[config.mk]
export PLATFORM = sky130hd
export DESIGN_NAME = memory_sequencer_flat
export DESIGN_NICKNAME = d
export VERILOG_FILES = /design/src/rtl/memory_sequencer_if.sv /design/src/rtl/memory_sequencer.sv /design/src/flat_wrapper.sv
export SDC_FILE = /design/constraint.sdc
export NUM_CORES = 1
export LEC_CHECK = 0
export CAP_MARGIN = 20
export CORE_ASPECT_RATIO = 0.8
export CORE_MARGIN = 4
export CORE_UTILIZATION = 42
export CTS_CLUSTER_SIZE = 28
export DETAILED_ROUTE_END_ITERATION = 6
export GPL_TIMING_DRIVEN = 0
export MAX_ROUTING_LAYER = met4
export PLACE_DENSITY_LB_ADDON = 0.2
export SYNTH_ARGS = -nofsm -noshare
export SYNTH_HDL_FRONTEND = slang
export SYNTH_SLANG_ARGS = --single-unit
[constraint.sdc]
create_clock -name clk -period 2.4 [get_ports clk]
set_clock_uncertainty 0.2 [all_clocks]
set_input_delay 0.48 -clock clk [delete_from_list [all_inputs] [get_ports clk]]
set_output_delay 0.48 -clock clk [all_outputs]
set_load 0.05 [all_outputs]
[src/rtl/memory_sequencer_if.sv]
// Memory and ALU bus between the accumulator-machine sequencer and its
// external synchronous memory and combinational ALU.
interface memory_sequencer_if;
  logic [15:0] mem_addr;
  logic [15:0] mem_wdata;
  logic        mem_we;
  logic [15:0] mem_rdata;
  logic [3:0]  alu_opcode;
  logic [15:0] alu_a;
  logic [15:0] alu_b;
  logic [15:0] alu_result;

  modport master (
    output mem_addr, mem_wdata, mem_we, alu_opcode, alu_a, alu_b,
    input  mem_rdata, alu_result
  );

  modport slave (
    input  mem_addr, mem_wdata, mem_we, alu_opcode, alu_a, alu_b,
    output mem_rdata, alu_result
  );
endinterface

[src/rtl/memory_sequencer.sv]
// Fetch/decode/execute sequencer for the accumulator machine. Holds PC, IR
// and AC, initiates all memory cycles and borrows the external ALU for
// ADD/SUBT. Bus outputs are decoded from the current state only.
module memory_sequencer #(
  parameter int                ADDR_W   = 12,
  parameter logic [ADDR_W-1:0] RESET_PC = '0
) (
  input  logic                clk,
  input  logic                reset,
  input  logic                run,
  memory_sequencer_if.master  bus,
  output logic [ADDR_W-1:0]   pc,
  output logic [15:0]         ir,
  output logic [15:0]         ac,
  output logic                halted,
  output logic                illegal
);

  typedef enum logic [2:0] {
    S_IDLE, S_FETCH, S_FETCH_WAIT, S_DECODE, S_OPER_WAIT, S_OPER_WB, S_HALT
  } state_t;

  localparam logic [3:0] OP_LOAD  = 4'h1;
  localparam logic [3:0] OP_STORE = 4'h2;
  localparam logic [3:0] OP_ADD   = 4'h3;
  localparam logic [3:0] OP_SUBT  = 4'h4;
  localparam logic [3:0] OP_HALT  = 4'h7;
  localparam logic [3:0] OP_SKIP  = 4'h8;
  localparam logic [3:0] OP_JUMP  = 4'h9;
  localparam logic [3:0] OP_CLEAR = 4'hA;

  localparam logic [3:0] ALU_ADD  = 4'h0;
  localparam logic [3:0] ALU_SUB  = 4'h1;

  state_t            state_q, state_d;
  logic [ADDR_W-1:0] pc_q, pc_d;
  logic [15:0]       ir_q, ir_d;
  logic [15:0]       ac_q, ac_d;
  logic              illegal_q, illegal_d;

  logic [3:0]        opcode;
  logic [ADDR_W-1:0] opx;
  logic [ADDR_W-1:0] addr;
  logic signed [15:0] ac_s;
  logic              skip;

  assign opcode = ir_q[15:12];
  assign opx    = ir_q[ADDR_W-1:0];
  assign ac_s   = ac_q;

  // SKIPCOND condition on the signed accumulator; code 11 never skips.
  always_comb begin
    skip = 1'b0;
    case (ir_q[11:10])
      2'b00:   skip = (ac_s < 0);
      2'b01:   skip = (ac_s == 0);
      2'b10:   skip = (ac_s > 0);
      default: skip = 1'b0;
    endcase
  end

  // Architectural state; async reset abandons any instruction in flight.
  always_ff @(posedge clk or posedge reset) begin
    if (reset) begin
      state_q   <= S_IDLE;
      pc_q      <= RESET_PC;
      ir_q      <= '0;
      ac_q      <= '0;
      illegal_q <= 1'b0;
    end else begin
      state_q   <= state_d;
      pc_q      <= pc_d;
      ir_q      <= ir_d;
      ac_q      <= ac_d;
      illegal_q <= illegal_d;
    end
  end

  // Next-state, register updates and state-decoded bus controls.
  always_comb begin
    state_d        = state_q;
    pc_d           = pc_q;
    ir_d           = ir_q;
    ac_d           = ac_q;
    illegal_d      = illegal_q;
    addr           = '0;
    bus.mem_we     = 1'b0;
    bus.alu_opcode = ALU_ADD;
    case (state_q)
      S_IDLE: begin
        if (run) state_d = S_FETCH;
      end
      S_FETCH: begin
        addr    = pc_q;
        state_d = S_FETCH_WAIT;
      end
      S_FETCH_WAIT: begin
        addr    = pc_q;
        ir_d    = bus.mem_rdata;
        pc_d    = pc_q + 1'b1;
        state_d = S_DECODE;
      end
      S_DECODE: begin
        addr    = opx;
        state_d = S_FETCH;
        case (opcode)
          OP_LOAD, OP_ADD, OP_SUBT: state_d = S_OPER_WAIT;
          OP_STORE: bus.mem_we = 1'b1;
          OP_JUMP:  pc_d = opx;
          OP_CLEAR: ac_d = '0;
          OP_SKIP:  if (skip) pc_d = pc_q + 1'b1;
          OP_HALT:  state_d = S_HALT;
          default: begin
            illegal_d = 1'b1;
            state_d   = S_HALT;
          end
        endcase
      end
      S_OPER_WAIT: begin
        addr    = opx;
        state_d = S_FETCH;
        if (opcode == OP_SUBT) bus.alu_opcode = ALU_SUB;
        if (opcode == OP_LOAD) ac_d = bus.mem_rdata;
        else                   ac_d = bus.alu_result;
      end
      S_OPER_WB: state_d = S_FETCH;
      S_HALT:    state_d = S_HALT;
      default:   state_d = S_IDLE;
    endcase
  end

  // Zero-extend the internal address onto the 16-bit memory bus.
  always_comb begin
    bus.mem_addr             = '0;
    bus.mem_addr[ADDR_W-1:0] = addr;
  end

  assign bus.mem_wdata = ac_q;
  assign bus.alu_a     = ac_q;
  assign bus.alu_b     = bus.mem_rdata;

  assign pc      = pc_q;
  assign ir      = ir_q;
  assign ac      = ac_q;
  assign halted  = (state_q == S_HALT);
  assign illegal = illegal_q;

endmodule

[src/flat_wrapper.sv]
// flat-port wrapper written by rule: the top's interface ports become plain ports
module memory_sequencer_flat 
#(
  parameter int                ADDR_W   = 12,
  parameter logic [ADDR_W-1:0] RESET_PC = '0
)
  (clk, reset, run, pc, ir, ac, halted, illegal, bus_mem_addr, bus_mem_wdata, bus_mem_we, bus_alu_opcode, bus_alu_a, bus_alu_b, bus_mem_rdata, bus_alu_result);
  memory_sequencer_if bus_i ();
  input  logic clk;
  input  logic reset;
  input  logic run;
  output logic [ADDR_W-1:0] pc;
  output logic [15:0] ir;
  output logic [15:0] ac;
  output logic halted;
  output logic illegal;
  output wire logic [$bits(bus_i.mem_addr)-1:0] bus_mem_addr;
  output wire logic [$bits(bus_i.mem_wdata)-1:0] bus_mem_wdata;
  output wire logic [$bits(bus_i.mem_we)-1:0] bus_mem_we;
  output wire logic [$bits(bus_i.alu_opcode)-1:0] bus_alu_opcode;
  output wire logic [$bits(bus_i.alu_a)-1:0] bus_alu_a;
  output wire logic [$bits(bus_i.alu_b)-1:0] bus_alu_b;
  input wire logic [$bits(bus_i.mem_rdata)-1:0] bus_mem_rdata;
  input wire logic [$bits(bus_i.alu_result)-1:0] bus_alu_result;
  assign bus_mem_addr = bus_i.mem_addr;
  assign bus_mem_wdata = bus_i.mem_wdata;
  assign bus_mem_we = bus_i.mem_we;
  assign bus_alu_opcode = bus_i.alu_opcode;
  assign bus_alu_a = bus_i.alu_a;
  assign bus_alu_b = bus_i.alu_b;
  assign bus_i.mem_rdata = bus_mem_rdata;
  assign bus_i.alu_result = bus_alu_result;
  memory_sequencer #(.ADDR_W(ADDR_W), .RESET_PC(RESET_PC)) u_core (.clk(clk), .reset(reset), .run(run), .bus(bus_i), .pc(pc), .ir(ir), .ac(ac), .halted(halted), .illegal(illegal));
endmodule
==> summary.log, run 1 <==
qor: cells_and_area.antenna-diode-count 0
qor: detailed_routing.avgViaCountPerCell 5.34
qor: floorplan.ioPinCount 150
qor: synthesis.synth.cell_area 3170 sq um
qor: status.status completed
qor: worst_setup_path.arrival_time_at_the_worst_endpoint 1710 ps
qor: cts.tritoncts yes
qor: synthesis.netlist_top_cells_count 56 x sky130_fd_sc_hd__buf_4, 48 x sky130_fd_sc_hd__dfrtp_1, 30 x sky130_fd_sc_hd__nand2_1
qor: synthesis.synth-seq-area-share 37.9%
qor: worst_setup_path.critical_path_required 1720 ps
qor: sta.fmaxAchievable 0.418 GHz
qor: synthesis.yosys_register_bits 48
qor: cts.clk_transition_reported_paths 90 ps
qor: worst_setup_path.critical_path.max_stage_delay 380 ps
qor: synthesis.yosys-top-cells-area sky130_fd_sc_hd__dfrtp_1 38%, sky130_fd_sc_hd__buf_4 13%, sky130_fd_sc_hd__mux2i_1 6.0%
qor: cells_and_area.nets 530
qor: cells_and_area.layout.core_utilization 69.0%
qor: global_route.grt_antenna_before_repair 0
qor: sta.hold_violations 0
qor: floorplan.die_ar 9010 sq um
qor: cells_and_area.area_growth_syn_to_layout 60.0%
qor: synthesis.number_of_enable_flip_flop_cells_after_synthesis 0
qor: cells_and_area.post_layout_nonfiller_instances 585
qor: cts.h-tree-depth 2
qor: cts.cts_inserted_buffers 5
qor: synthesis.cell_count_after_synthesis 331
qor: worst_setup_path.cp_slowest_cell sky130_fd_sc_hd__dfrtp_1
qor: floorplan.floorplan.die.width 105 microns
qor: synthesis.most_used_flip_flop_cell_after_synthesis sky130_fd_sc_hd__dfrtp_1
qor: sta.setup-violations-final 0
qor: global_route.overflow_left_after_global_routing 0
qor: sta.timing.setup.tns 0 ps
qor: sta.timing.final.crit_share 99.7%
qor: floorplan.num_rows 28
qor: detailed_routing.route.detailed.wl_per_inst 17.9 microns
qor: synthesis.synthMostInstantiatedCell sky130_fd_sc_hd__buf_4
qor: synthesis.synth.lib_cells_used.distinct 51
qor: place.post-place-ws -948 ps
qor: floorplan.core 7360 sq um
qor: detailed_routing.drc 0
qor: worst_setup_path.crit_chain buf_6, buf_4, nand2_2, a21oi_2, clkbuf_8, a22o_2, buf_8
qor: synthesis.total_number_of_yosys_warnings 0
qor: global_route.grt_util_all_layers 23.5%
qor: detailed_routing.antenna_left 0
qor: synthesis.async_reset_ff_share 100%
qor: global_route.number_of_global_route_vias_before_repair 3,114
qor: global_route.first_pass_grt_wire_length 16.5 mm
qor: sta.timing.final.crit_period 2390 ps
qor: cells_and_area.drive_above_1_share 32.7%
qor: cts.worst_skew_pair_later_pin_latency 300 ps
qor: worst_setup_path.setup.worst_path.start_class flop
qor: detailed_routing.routed_wl 10.5 mm
qor: place.post-dp-hpwl 7.91 mm
qor: place.io_buffer_count 142
qor: sta.timing.max_slew.rel_slack 64.5%
qor: synthesis.post-synth-top-area-cell sky130_fd_sc_hd__dfrtp_1
qor: detailed_routing.num_vias 3,125
qor: sta.worst_slew_pin_slew 530 ps
qor: sta.rsz_0062_raised_after_global_routing true
qor: sta.setup_ws 7.35 ps
qor: floorplan.initial_core_utilization 43.1%
qor: sta.maxSlewViolCount 0
qor: floorplan.die-height 85.7 microns
qor: synthesis.synth_top_area_share 37.9%
qor: run.cap_viol_max_count 0
qor: worst_setup_path.setup.worst_path.class flop to primary output
qor: place.finalWeightedCongestion 0.924
qor: detailed_routing.drtPass1Iterations 4
qor: place.place.detailed.instances 570
qor: synthesis.synth_area_per_cell 9.58 sq um
qor: global_route.largest_net_degree_at_the_start_of_global_routing 28
qor: cts.numClockSinks 48
qor: min_path.worstHoldPathType flop to flop
qor: detailed_routing.drt_iter0_drc 160
qor: worst_setup_path.critical_path_peak_fanout 10
qor: cts.clock_tree.root_cell sky130_fd_sc_hd__clkbuf_8
qor: worst_setup_path.critical_path.endpoint_type primary output
qor: cts.clock_path_buffers 2
==> layout make-up <==
| type | count | area [sq um] |
|---|---|---|
| clock inverter | 1 | 30.0 |
| fill | 618 | 2280 |
| sequential | 48 | 1200 |
| timing repair buffer | 151 | 1510 |
| multi-input combinational | 209 | 1540 |
| clock buffer | 7 | 96.3 |
| tap | 90 | 113 |
| inverter | 6 | 25.0 |
| buffer | 73 | 559 |
==> kinds of logic (layout without fill, tap and decap cells) <==
| family | Yosys count | in the layout | share of synthesized area [%] |
|---|---|---|---|
| AO/OA/AOI/OAI | 91 | 91 | 20.8 |
| adder cells (fa/ha/maj) | 1 | 1 | 0.394 |
| buffers and inverters | 80 | 238 | 16.9 |
| flip-flops | 48 | 48 | 37.9 |
| multiplexers | 35 | 35 | 11.7 |
| other | 1 | 7 | 0.118 |
| AND/OR/NAND/NOR | 75 | 75 | 12.3 |
==> cell usage in the layout (no fill, tap or decap), types with 4 or more instances in the layout <==
cell type / n
sky130_fd_sc_hd__a211oi_1: 4
sky130_fd_sc_hd__a21oi_1: 11
sky130_fd_sc_hd__a22o_2: 10
sky130_fd_sc_hd__a2bb2oi_1: 6
sky130_fd_sc_hd__buf_2: 10
sky130_fd_sc_hd__buf_4: 69
sky130_fd_sc_hd__buf_6: 12
sky130_fd_sc_hd__clkbuf_8: 11
sky130_fd_sc_hd__clkdlybuf4s50_1: 89
sky130_fd_sc_hd__conb_1: 7
sky130_fd_sc_hd__dfrtp_1: 46
sky130_fd_sc_hd__dlygate4sd2_1: 18
sky130_fd_sc_hd__dlymetal6s2s_1: 14
sky130_fd_sc_hd__mux2_2: 15
sky130_fd_sc_hd__mux2i_1: 19
sky130_fd_sc_hd__nand2_1: 28
sky130_fd_sc_hd__nand2b_1: 4
sky130_fd_sc_hd__nand3_1: 7
sky130_fd_sc_hd__nor2_1: 9
sky130_fd_sc_hd__nor3_1: 4
sky130_fd_sc_hd__o21ai_0: 27
==> critical path, delay by kind of cell, from the launching register on <==
kind,cells,cell delay (ps)
buffers and inverters,4,580
and+or+nand+nor,1,90
DFF,1,380
AOI/OAI and AO/OA,2,350
==> worst paths after layout <==
check	from	end	slack, ps	cells past startpoint
max in group asynchronous	reset	u_core.ir[14]$_DFFE_PP0P_	1120	3
worst min register to register	u_core.illegal$_DFFE_PP0P_	u_core.illegal$_DFFE_PP0P_	290	1
min in group asynchronous	reset	u_core.ir[1]$_DFFE_PP0P_	330	2
worst max-delay path	u_core.state_q[1]$_DFFE_PP0P_	bus_mem_addr[5]	7	7
worst max register to register	u_core.ir[13]$_DFFE_PP0P_	u_core.pc[4]$_DFFE_PP0P_	80	4
worst min-delay path	u_core.illegal$_DFFE_PP0P_	u_core.illegal$_DFFE_PP0P_	290	1
==> timing repair <==
action	CTS	global route
gates resized for setup	132	34
gates cloned	1	0
pin swaps	0	1
endpoints found under the setup margin	33	38
buffers inserted	6	1
hold buffers	0	0
==> layer usage <==
metal,vias to the layer above,share of wire (%),track usage (%)
met2,139,50,39.4
met5,-,0,-
li1,1469,-,-
met3,12,6.4,4.89
met1,1505,43,29.9
met4,0,1.0,4.77
==> metrics by stage <==
step / instance area, sq um / hold WS (ps)
after floorplan: 3240 / 397
after detailed placement: 4800 / 278
after CTS: 5020 / 299
final: 5080 / 291
after global placement: 4780 / 263
after global routing: 5080 / 337
==> sequential cells by signal (all words and copies together) (netlist names) <==
signal and flops:
u_core.illegal 1, u_core.ir 16, u_core.state_q 3, u_core.ac 16
u_core.pc 12
Power of run 1 is not shown: default switching activity piles up to over one toggle a cycle in this logic, so the estimate is an artifact.
==> inputs of run 2 (changes only) <==
==> constraint.sdc (replaced) <==
create_clock -name clk -period 2.4 [get_ports clk]
set_clock_uncertainty 0.2 [all_clocks]
set_input_delay 0.48 -clock clk [delete_from_list [all_inputs] [get_ports clk]]
set_output_delay 0.48 -clock clk [all_outputs]
set_load 0.01 [all_outputs]
==> run 2 against run 1 <==
Compared with the run above:
- flip-flop and latch count unchanged
- highest routed layer unchanged
- first-iteration DRC count decreased by 8.1%
- critical path type is now input pin to primary output
- maximum frequency rose by 1.4%
- non-clock buffer count grew 1
- final cell count rose by 0.17%
- via count decreased by 0.42%
==> summary.log, run 2 (synthesis results as in run 1) <==
qor: worst_setup_path.critical_path_peak_fanout 3 [-7]
qor: place.finalWeightedCongestion 0.942 [+1.9%]
qor: detailed_routing.route.detailed.wl_per_inst 17.2 microns [-4.2%]
qor: place.post-dp-hpwl 7.57 mm [-4.2%]
qor: detailed_routing.routed_wl 10.1 mm [-4.0%]
qor: cells_and_area.nets 531 [+0.19%]
qor: cts.numClockSinks 48 [unchanged]
qor: cts.cts_hold_buf 0 [unchanged]
qor: worst_setup_path.critical_path.endpoint_type primary output
qor: cts.clock_path_buffers 2 [unchanged]
qor: worst_setup_path.setup.worst_path.start_class input pin
qor: status.status completed
qor: cts.worst_skew_pair_later_pin_latency 310 ps [about the same]
qor: detailed_routing.num_vias 3,112 [-0.42%]
qor: floorplan.core 7360 sq um [unchanged]
qor: sta.fmaxAchievable 0.424 GHz [+1.4%]
qor: global_route.grt_antenna_before_repair 0 [unchanged]
qor: detailed_routing.antenna_left 0 [unchanged]
qor: sta.timing.final.crit_share 98.3% [-1.4 points]
qor: sta.timing.final.crit_period 2360 ps [-34.1 ps]
qor: cells_and_area.layout.area.seq 1200 sq um [unchanged]
qor: place.postPlaceCellArea 4750 sq um [-1.0%]
qor: floorplan.die-height 85.7 microns [unchanged]
qor: sta.setup-violations-final 0 [unchanged]
qor: cts.h-tree-depth 2 [unchanged]
qor: sta.maxSlewViolCount 0 [unchanged]
qor: cells_and_area.filler_cell_count 620 [+0.32%]
qor: detailed_routing.drc 0 [unchanged]
qor: cts.cts_inserted_buffers 5 [unchanged]
qor: cells_and_area.drive_above_1_share 28.8% [-3.9 points]
qor: floorplan.ioPinCount 150 [unchanged]
qor: global_route.grt_util_all_layers 23.2% [-0.35 points]
qor: place.io_buffer_count 142 [unchanged]
qor: pwr.vdd_ir_drop_max 0.753 mV
qor: detailed_routing.avgViaCountPerCell 5.31 [-0.59%]
qor: global_route.overflow_left_after_global_routing 0 [unchanged]
qor: cells_and_area.most_frequent_cells_in_the_layout 127 x sky130_fd_sc_hd__clkdlybuf4s50_1, 61 x sky130_fd_sc_hd__buf_4, 46 x sky130_fd_sc_hd__dfrtp_1
qor: cells_and_area.multi_input_comb_area 1520 sq um [-1.8%]
qor: cells_and_area.most_common_cell_after_layout_fill_and_taps_aside sky130_fd_sc_hd__clkdlybuf4s50_1
qor: global_route.largest_net_degree_at_the_start_of_global_routing 31 [+11%]
qor: cells_and_area.antenna-diode-count 0 [unchanged]
qor: pwr.total_leakage_power 0.00216 uW
qor: worst_setup_path.arrival_time_at_the_worst_endpoint 1680 ps [-30 ps]
qor: min_path.worstHoldPathType input pin to async pin
qor: sta.hold_violations 0 [unchanged]
qor: worst_setup_path.setup.worst_path.class input pin to primary output
qor: detailed_routing.drt_iter0_drc 147 [-8.1%]
qor: floorplan.floorplan.die.width 105 microns [unchanged]
qor: global_route.number_of_global_route_vias_before_repair 3,112 [-0.064%]
qor: floorplan.num_rows 28 [unchanged]
qor: worst_setup_path.critical_path_required 1720 ps [about the same]
qor: pwr.pwr_density_cell 1460 nW/um^2
qor: cells_and_area.area_growth_syn_to_layout 58.2%
qor: floorplan.initial_core_utilization 43.1% [unchanged]
qor: cts.tritoncts yes
qor: sta.rsz_0062_raised_after_global_routing true
qor: cells_and_area.non_filler_cell_area_final 5020 sq um [-1.1%]
qor: cts.clock_tree.root_cell sky130_fd_sc_hd__clkbuf_8
qor: cts.clk_transition_reported_paths 100 ps [about the same]
qor: worst_setup_path.reg_to_reg_slack_setup 90 ps [about the same]
qor: sta.hold_slack 285 ps [-5.66 ps]
qor: run.cap_viol_max_count 0 [unchanged]
qor: global_route.first_pass_grt_wire_length 16.3 mm [-1.1%]
qor: floorplan.die_ar 9010 sq um [unchanged]
qor: detailed_routing.drtPass1Iterations 4 [unchanged]
-- run 2: changes by cell type in the layout (fill, tap and decap cells not counted), moves of 4 or more --
| cell | previous run | this run |
|---|---|---|
| sky130_fd_sc_hd__clkdlybuf4s50_1 | 89 | 127 |
| sky130_fd_sc_hd__clkbuf_8 | 11 | 7 |
| sky130_fd_sc_hd__clkbuf_2 | 3 | 7 |
| sky130_fd_sc_hd__dlygate4sd2_1 | 18 | 1 |
| sky130_fd_sc_hd__dlymetal6s2s_1 | 14 | 1 |
| sky130_fd_sc_hd__a22o_2 | 10 | 0 |
| sky130_fd_sc_hd__buf_4 | 69 | 61 |
| sky130_fd_sc_hd__a22o_1 | 2 | 12 |
| sky130_fd_sc_hd__buf_2 | 10 | 15 |
| sky130_fd_sc_hd__buf_6 | 12 | 4 |
-- run 2: path summary, 6_finish.rpt --
kind	from	end	cells after the start
max	bus_mem_rdata[5]	bus_alu_b[5]	3
min	reset	u_core.ac[0]$_DFFE_PP0P_	2
max reg2reg	u_core.ac[2]$_DFFE_PP0P_	u_core.pc[1]$_DFFE_PP0P_	6
min reg2reg	u_core.illegal$_DFFE_PP0P_	u_core.illegal$_DFFE_PP0P_	1
max in group asynchronous	reset	u_core.state_q[0]$_DFFE_PP0P_	3
min in group clk	u_core.illegal$_DFFE_PP0P_	u_core.illegal$_DFFE_PP0P_	1
-- run 2: metrics by stage --
step | TNS [ps] | utilization, % | total power, uW | cells | setup WS (ps)
finish | 0 | 68.2 | 7320 | 586 | 41.4
global route | -120 | 68.2 | 7810 | 586 | -33.7
CTS | 0 | 68.2 | 7310 | 584 | 3.42
detailed placement | -7350 | 64.5 | 6390 | 570 | -655
global placement | -26200 | 64.3 | 6300 | 569 | -612
floorplan | 0 | - | 4150 | 337 | 231
-- run 2: report_power, final --
| part | internal [uW] | switching, uW |
|---|---|---|
| clock | 420 | 298 |
| sequential | 1220 | 621 |
| combinational | 2690 | 2070 |
-- run 2: repair_timing --
item	in CTS	in global routing
setup endpoints to repair	17	18
pin swaps	1	2
buffers inserted	4	1
gates cloned	2	1
gates resized for setup	71	21
-- run 2: layout make-up --
class                   instances  area share (%)
clock inverters                 3            1.37
plain buffers                  74            11.2
multi-input cells             209            30.2
clock buffers                   5            1.37
repair buffers                151            29.0
inverters                       6           0.598
well taps                      90            2.24
flip-flops and latches         48            24.0
-- run 2: worst max-delay path, stage by stage --
cell	delay, ps
sky130_fd_sc_hd__clkdlybuf4s50_1	540
sky130_fd_sc_hd__buf_4	130
sky130_fd_sc_hd__clkdlybuf4s50_1	520
-- run 2: metal layers --
layer  share of wire [%]  vias to the layer above  GRT usage, %
met3                 6.2                        4          4.21
met2                  47                      122          36.9
li1                    -                     1473             -
met1                  47                     1513          31.2
met4                0.46                        0          5.13
met5                   0                        -             -
(Power assumes the default switching activity.)
